$ cat src/rtl/lcd_id_detect_if.sv
// Bus between the RGB pad strap inputs, the ID detector and the LCD driver logic.
// slave : seen from the detector (strap pins and redetect in, ID results out)
// master: seen from the surrounding logic / testbench
interface lcd_id_detect_if #(
  parameter int RGB_W = 24
);
  logic [RGB_W-1:0] i_lcd_rgb_in;
  logic             i_redetect;
  logic             o_lcd_rgb_oe;
  logic [15:0]      o_id_lcd;
  logic             o_id_valid;
  logic             o_id_err;

  modport slave (
    input  i_lcd_rgb_in,
    input  i_redetect,
    output o_lcd_rgb_oe,
    output o_id_lcd,
    output o_id_valid,
    output o_id_err
  );

  modport master (
    output i_lcd_rgb_in,
    output i_redetect,
    input  o_lcd_rgb_oe,
    input  o_id_lcd,
    input  o_id_valid,
    input  o_id_err
  );
endinterface

$ cat src/rtl/lcd_id_detect.sv
// LCD panel strap ID detector.
// Reads the MSB of each RGB byte lane while the pads are tristated, after a settle delay,
// requiring SAMPLES consecutive agreeing samples, with bounded retries and a software
// re-detect request. Falls back to DEFAULT_ID and flags id_err if no attempt agrees.
// Optional macro LCD_ID_SYNC_EN: pass the strap vector through a 2-flop synchroniser.
module lcd_id_detect #(
  parameter int          RGB_W      = 24,
  parameter int          ID_BITS    = 3,
  parameter int          SETTLE_CYC = 1000,
  parameter int          SAMPLES    = 4,
  parameter int          MAX_RETRY  = 3,
  parameter logic [15:0] DEFAULT_ID = 16'd5
) (
  input logic             clk,
  input logic             rst_n,
  lcd_id_detect_if.slave  bus
);

  localparam int CW = $clog2(SETTLE_CYC + 1);
  localparam int SW = $clog2(SAMPLES + 1);
  localparam int RW = (MAX_RETRY > 0) ? $clog2(MAX_RETRY + 1) : 1;

  localparam logic [CW-1:0] CNT_LAST   = CW'(SETTLE_CYC - 1);
  localparam logic [SW-1:0] SMP_LAST   = SW'(SAMPLES - 1);
  localparam logic [RW-1:0] RETRY_LAST = RW'(MAX_RETRY);

  typedef enum logic [1:0] {
    ST_SETTLE,
    ST_SAMPLE,
    ST_EVAL,
    ST_DONE
  } state_t;

  state_t               r_state;
  logic [CW-1:0]        r_cnt;
  logic [SW-1:0]        r_scnt;
  logic [RW-1:0]        r_retry;
  logic [ID_BITS-1:0]   r_ref;
  logic                 r_mismatch;
  logic [15:0]          r_id_lcd;
  logic                 r_id_valid;
  logic                 r_id_err;
  logic                 r_lcd_rgb_oe;
  logic [ID_BITS-1:0]   w_pins;
  logic [ID_BITS-1:0]   w_p;

  // Gather the MSB of each byte lane into the strap vector, lane 0 in bit 0
  always_comb begin
    w_pins = '0;
    for (int k = 0; k < ID_BITS; k++) begin
      w_pins[k] = bus.i_lcd_rgb_in[8*k+7];
    end
  end

`ifdef LCD_ID_SYNC_EN
  logic [ID_BITS-1:0] r_sync1;
  logic [ID_BITS-1:0] r_sync2;

  // Two-flop synchroniser for straps arriving from asynchronous pads
  always_ff @(posedge clk or negedge rst_n) begin
    if (!rst_n) begin
      r_sync1 <= '0;
      r_sync2 <= '0;
    end else begin
      r_sync1 <= w_pins;
      r_sync2 <= r_sync1;
    end
  end

  assign w_p = r_sync2;
`else
  assign w_p = w_pins;
`endif

  // Detection FSM: settle, sample and compare, evaluate/retry, then hold the result
  always_ff @(posedge clk or negedge rst_n) begin
    if (!rst_n) begin
      r_state      <= ST_SETTLE;
      r_cnt        <= '0;
      r_scnt       <= '0;
      r_retry      <= '0;
      r_ref        <= '0;
      r_mismatch   <= 1'b0;
      r_id_lcd     <= DEFAULT_ID;
      r_id_valid   <= 1'b0;
      r_id_err     <= 1'b0;
      r_lcd_rgb_oe <= 1'b0;
    end else begin
      case (r_state)
        ST_SETTLE: begin
          if (r_cnt == CNT_LAST) begin
            r_cnt   <= '0;
            r_scnt  <= '0;
            r_state <= ST_SAMPLE;
          end else begin
            r_cnt <= r_cnt + CW'(1);
          end
        end
        ST_SAMPLE: begin
          if (r_scnt == '0) begin
            r_ref      <= w_p;
            r_mismatch <= 1'b0;
          end else if (w_p != r_ref) begin
            r_mismatch <= 1'b1;
          end
          if (r_scnt == SMP_LAST) begin
            r_scnt  <= '0;
            r_state <= ST_EVAL;
          end else begin
            r_scnt <= r_scnt + SW'(1);
          end
        end
        ST_EVAL: begin
          if (!r_mismatch) begin
            r_id_lcd     <= 16'(r_ref);
            r_id_err     <= 1'b0;
            r_id_valid   <= 1'b1;
            r_lcd_rgb_oe <= 1'b1;
            r_state      <= ST_DONE;
          end else if (r_retry < RETRY_LAST) begin
            r_retry    <= r_retry + RW'(1);
            r_mismatch <= 1'b0;
            r_cnt      <= '0;
            r_state    <= ST_SETTLE;
          end else begin
            r_id_lcd     <= DEFAULT_ID;
            r_id_err     <= 1'b1;
            r_id_valid   <= 1'b1;
            r_lcd_rgb_oe <= 1'b1;
            r_state      <= ST_DONE;
          end
        end
        ST_DONE: begin
          if (bus.i_redetect) begin
            r_id_valid   <= 1'b0;
            r_lcd_rgb_oe <= 1'b0;
            r_retry      <= '0;
            r_cnt        <= '0;
            r_id_err     <= 1'b0;
            r_mismatch   <= 1'b0;
            r_state      <= ST_SETTLE;
          end
        end
        default: begin
          r_state <= ST_SETTLE;
        end
      endcase
    end
  end

  assign bus.o_id_lcd     = r_id_lcd;
  assign bus.o_id_valid   = r_id_valid;
  assign bus.o_id_err     = r_id_err;
  assign bus.o_lcd_rgb_oe = r_lcd_rgb_oe;

endmodule

$ cat src/flat_wrapper.sv
// flat-port wrapper written by rule: the top's interface ports become plain ports
module lcd_id_detect_flat 
#(
  parameter int          RGB_W      = 24,
  parameter int          ID_BITS    = 3,
  parameter int          SETTLE_CYC = 1000,
  parameter int          SAMPLES    = 4,
  parameter int          MAX_RETRY  = 3,
  parameter logic [15:0] DEFAULT_ID = 16'd5
)
  (clk, rst_n, bus_i_lcd_rgb_in, bus_i_redetect, bus_o_lcd_rgb_oe, bus_o_id_lcd, bus_o_id_valid, bus_o_id_err);
  lcd_id_detect_if #(.RGB_W(RGB_W)) bus_i ();
  input logic clk;
  input logic rst_n;
  input wire logic [$bits(bus_i.i_lcd_rgb_in)-1:0] bus_i_lcd_rgb_in;
  input wire logic [$bits(bus_i.i_redetect)-1:0] bus_i_redetect;
  output wire logic [$bits(bus_i.o_lcd_rgb_oe)-1:0] bus_o_lcd_rgb_oe;
  output wire logic [$bits(bus_i.o_id_lcd)-1:0] bus_o_id_lcd;
  output wire logic [$bits(bus_i.o_id_valid)-1:0] bus_o_id_valid;
  output wire logic [$bits(bus_i.o_id_err)-1:0] bus_o_id_err;
  assign bus_i.i_lcd_rgb_in = bus_i_lcd_rgb_in;
  assign bus_i.i_redetect = bus_i_redetect;
  assign bus_o_lcd_rgb_oe = bus_i.o_lcd_rgb_oe;
  assign bus_o_id_lcd = bus_i.o_id_lcd;
  assign bus_o_id_valid = bus_i.o_id_valid;
  assign bus_o_id_err = bus_i.o_id_err;
  lcd_id_detect #(.RGB_W(RGB_W), .ID_BITS(ID_BITS), .SETTLE_CYC(SETTLE_CYC), .SAMPLES(SAMPLES), .MAX_RETRY(MAX_RETRY), .DEFAULT_ID(DEFAULT_ID)) u_core (.clk(clk), .rst_n(rst_n), .bus(bus_i));
endmodule
$ cat config.mk
export PLATFORM = sky130hd
export DESIGN_NAME = lcd_id_detect_flat
export DESIGN_NICKNAME = d
export VERILOG_FILES = /design/src/rtl/lcd_id_detect_if.sv /design/src/rtl/lcd_id_detect.sv /design/src/flat_wrapper.sv
export SDC_FILE = /design/constraint.sdc
export NUM_CORES = 1
export LEC_CHECK = 0
export CAP_MARGIN = 10
export CORE_ASPECT_RATIO = 1.1
export CORE_MARGIN = 2
export CORE_UTILIZATION = 48
export CTS_BUF_LIST = sky130_fd_sc_hd__clkbuf_4
export CTS_CLUSTER_DIAMETER = 100
export DETAILED_ROUTE_END_ITERATION = 8
export PLACE_DENSITY = 0.82
export SLEW_MARGIN = 20
export SYNTH_ARGS = -nofsm -noshare
export SYNTH_HDL_FRONTEND = slang
export SYNTH_SLANG_ARGS = --single-unit
$ cat constraint.sdc
create_clock -name clk -period 2.3 [get_ports clk]
set_input_delay 0.46 -clock clk [delete_from_list [all_inputs] [get_ports clk]]
set_output_delay 0.46 -clock clk [all_outputs]
set_load 0.005 [all_outputs]
==> summary.txt <==
======================================================================================
Clk Tree Root Cell                                                        sky130_fd_sc_hd__clkbuf_4
Number of distinct standard cells referenced by the synthesized netlist             43
GRT Overall Usage                                                                0.181
Residual overflow from global routing                                                0
RD Place Congestion                                                              0.841
Number of flops mapped to enable cells by yosys                                      0
Transition at the pin with the smallest max-transition slack                  0.571 ns
Top cells by area, synth                                                  sky130_fd_sc_hd__dfrtp_1 41%, sky130_fd_sc_hd__buf_4 7.2%, sky130_fd_sc_hd__dfstp_2 3.6%, sky130_fd_sc_hd__nand2_1 3.6%, sky130_fd_sc_hd__a21oi_1 3.4%
Post-route cell area                                                       0.00163 mm²
Crit end category                                                             register
Cell area after technology mapping                                         0.00147 mm²
Die width                                                                      56.7 µm
Worst max-slew margin expressed relative to the limit                            0.609
Io pins                                                                             46
Worst path required time                                                       2.56 ns
Clock Skew                                                                  0.00479 ns
Count of maximum capacitance violations                                              0
Instance count of the mapped netlist                                               151
Share of async-settable or async-resettable flops after synthesis                 1.00
Estimated wirelength of the detail-placed design                               2.20 mm
DP Cell Count                                                                      196
List of most frequent post-synthesis cells                                24 x sky130_fd_sc_hd__dfrtp_1, 14 x sky130_fd_sc_hd__buf_4, 14 x sky130_fd_sc_hd__nand2_1, 10 x sky130_fd_sc_hd__a21oi_1, 9 x sky130_fd_sc_hd__nor2_1
Largest area contributor in the netlist                                   sky130_fd_sc_hd__dfrtp_1
Count of cells resized by post-cts repair                                            0
Period minus WS final                                                          2.01 ns
Post-Route Utilization                                                           0.550
DR vias                                                                           1130
Starting utilization of the core area                                            0.494
Number of synthesis warnings                                                         0
Syn Area/Cell                                                                 9.72 µm²
Final worst hold slack                                                        0.492 ns
Fraction of the cycle the final worst path needs                                 0.874
TritonCTS clock tree                                                             built
Power per Cell Area                                                        1230 mW/mm²
Setup ws final                                                                0.290 ns
Initial DRC count                                                                   42
Prevailing post-synth register cell                                       sky130_fd_sc_hd__dfrtp_1
Number of nets at the end of the flow                                              198
Cell Count, Final, Fillers Out                                                     200
Setup_tns                                                                         0 ns
Standby leakage power                                                         0.699 nW
Die outline height                                                             62.0 µm
Insertion delay to the later sink of the worst-skew pair                       0.32 ns
Max H-tree Level                                                                     1
Data arrival time of the critical path                                         2.27 ns
Cts bufs inserted                                                                    3
Final count of negative-setup-slack endpoints                                        0
Class of the worst hold path                                                  in2async
Avg WL per Cell                                                                14.6 µm
Startpoint class of the critical path                                         register
Number of vias per cell                                                           5.65
DRT antenna net count                                                                0
Die area                                                                   0.00352 mm²
Area delta synth->final                                                          11.3%
Maximum number of pins on one net before global-route repair                        27
CTS clock-pin slew for the worst setup and hold paths                          0.14 ns
Number of antenna violations at the first check in global routing                    0
Share of synthesized area occupied by flip-flops and latches                     0.445
Post-synth top area share                                                        0.409
FMAX                                                                           497 MHz
Final antenna diode count                                                            0
Hold Vio Cnt, Final                                                                  0
Instance area after placement                                              0.00158 mm²
Core Region                                                                0.00297 mm²
Buffer count from post-CTS setup fixing                                              0
Wire length of the first global-routing pass                                   4.97 mm
FF+latch count, synth                                                               26
FP Rows                                                                             21
Total length of routed wires                                                   2.91 mm
Maximum fanout encountered on the critical timing path                               6
Most frequent cell after synthesis                                        sky130_fd_sc_hd__dfrtp_1
IO buf count                                                                        11
Maximum clock path buffer count                                                      2
Worst VDD drop                                                                0.678 mV
DRC errors left                                                                      0
Total clock sinks                                                                   26
Slew Limit Fails                                                                     0
Total power                                                                    2.01 mW
Pre-CTS setup slack                                                          0.0987 ns
Setup repair after global routing missed its margin                              false
Share of layout cells above drive strength 1                                     0.102
Number of global-route vias before repair                                         1173
Run status                                                                complete, no violations
Kind of critical path                                                          reg2reg
Initial DRT Pass Iterations                                                          4
CTS Hold Buffers Added                                                               0
======================================================================================
## cell usage in the layout, fill, tap and decap left out, types with 2 or more instances in the layout
master                            count
sky130_fd_sc_hd__nand2_1             14
sky130_fd_sc_hd__clkdlybuf4s50_1     11
sky130_fd_sc_hd__or4_1                2
sky130_fd_sc_hd__buf_4                6
sky130_fd_sc_hd__ha_1                 4
sky130_fd_sc_hd__mux2_2               3
sky130_fd_sc_hd__a211oi_1             2
sky130_fd_sc_hd__a22o_1               2
sky130_fd_sc_hd__nor2_1               9
sky130_fd_sc_hd__nand2b_1             2
sky130_fd_sc_hd__dfstp_2              2
sky130_fd_sc_hd__a21oi_1             10
sky130_fd_sc_hd__o41ai_1              2
sky130_fd_sc_hd__nor2b_1              2
sky130_fd_sc_hd__nand4_1              2
sky130_fd_sc_hd__xnor2_1              5
sky130_fd_sc_hd__dfrtp_1             24
sky130_fd_sc_hd__a32o_1               2
sky130_fd_sc_hd__conb_1              13
sky130_fd_sc_hd__nand3_1              6
sky130_fd_sc_hd__o31ai_1              3
sky130_fd_sc_hd__o21ai_0              8
sky130_fd_sc_hd__clkbuf_4             3
sky130_fd_sc_hd__a21o_1               3
sky130_fd_sc_hd__inv_1                6
sky130_fd_sc_hd__o32a_1               2
sky130_fd_sc_hd__nor3_1               2
## layer usage
metal	wire length, µm	GRT usage	part of all wire
met1	1240	0.201	0.43
met2	1560	0.352	0.54
met3	89	0.0290	0.031
met4	21	0.0714	0.0072
met5	0	0	0
## power by group
group          switching [mW]  internal (mW)  leakage, nW  total, mW
registers               0.199          0.628        0.323      0.827
logic                   0.436          0.432        0.348      0.869
clock network           0.138          0.176       0.0279      0.314
total                   0.773           1.24        0.699       2.01
## worst max-delay path, stage by stage (launching register included)
cell	delay [ns]
sky130_fd_sc_hd__dfrtp_1	0.44
sky130_fd_sc_hd__ha_1	0.26
sky130_fd_sc_hd__nand2b_1	0.24
sky130_fd_sc_hd__a211o_1	0.34
sky130_fd_sc_hd__or4_1	0.51
sky130_fd_sc_hd__a21oi_1	0.16
## logic make-up after synthesis
kind of cell | Yosys count | synth area share
and+or+nand+nor | 44 | 0.157
adders and majority gates | 4 | 0.0341
other | 1 | 0.00256
AOI/OAI and AO/OA | 44 | 0.205
muxes | 3 | 0.0230
xor gates and xnor gates | 5 | 0.0298
DFF | 26 | 0.445
buffers and inverters | 24 | 0.103
## worst paths after layout
kind / cells after the start / from / slack [ns] / endpoint
setup reg to reg: 5 / u_core.r_retry[0] / 0.29 / u_core.r_cnt[7]
hold / removal: 2 / rst_n / 0.49 / u_core.r_cnt[6]
max in group asynchronous: 2 / rst_n / 1.51 / u_core.bus.o_id_lcd[2]
min in group clk: 1 / u_core.bus.o_id_lcd[0] / 0.52 / u_core.bus.o_id_lcd[0]
setup / recovery: 5 / u_core.r_retry[0] / 0.29 / u_core.r_cnt[7]
hold reg to reg: 1 / u_core.bus.o_id_lcd[0] / 0.52 / u_core.bus.o_id_lcd[0]
## registers in the layout, summed over array words and instances (netlist names)
signal / count
u_core.r_scnt: 3
u_core.r_state: 2
u_core.r_mismatch: 1
u_core.bus.o_id_lcd: 3
u_core.r_retry: 2
u_core.r_ref: 3
u_core.bus.o_id_err: 1
u_core.bus.o_id_valid: 1
u_core.r_cnt: 10
## area by class of cell
class                           count  area [µm²]
Clock buffer                        3        22.5
Fill cell                         278        1340
Tap cell                           34        42.5
Timing Repair Buffer               17         155
Multi-Input combinational cell    113         708
Clock inverter                      1        30.0
Sequential cell                    26         653
Inverter                            6        22.5
No activity file was read; power rests on OpenSTA's default activity.
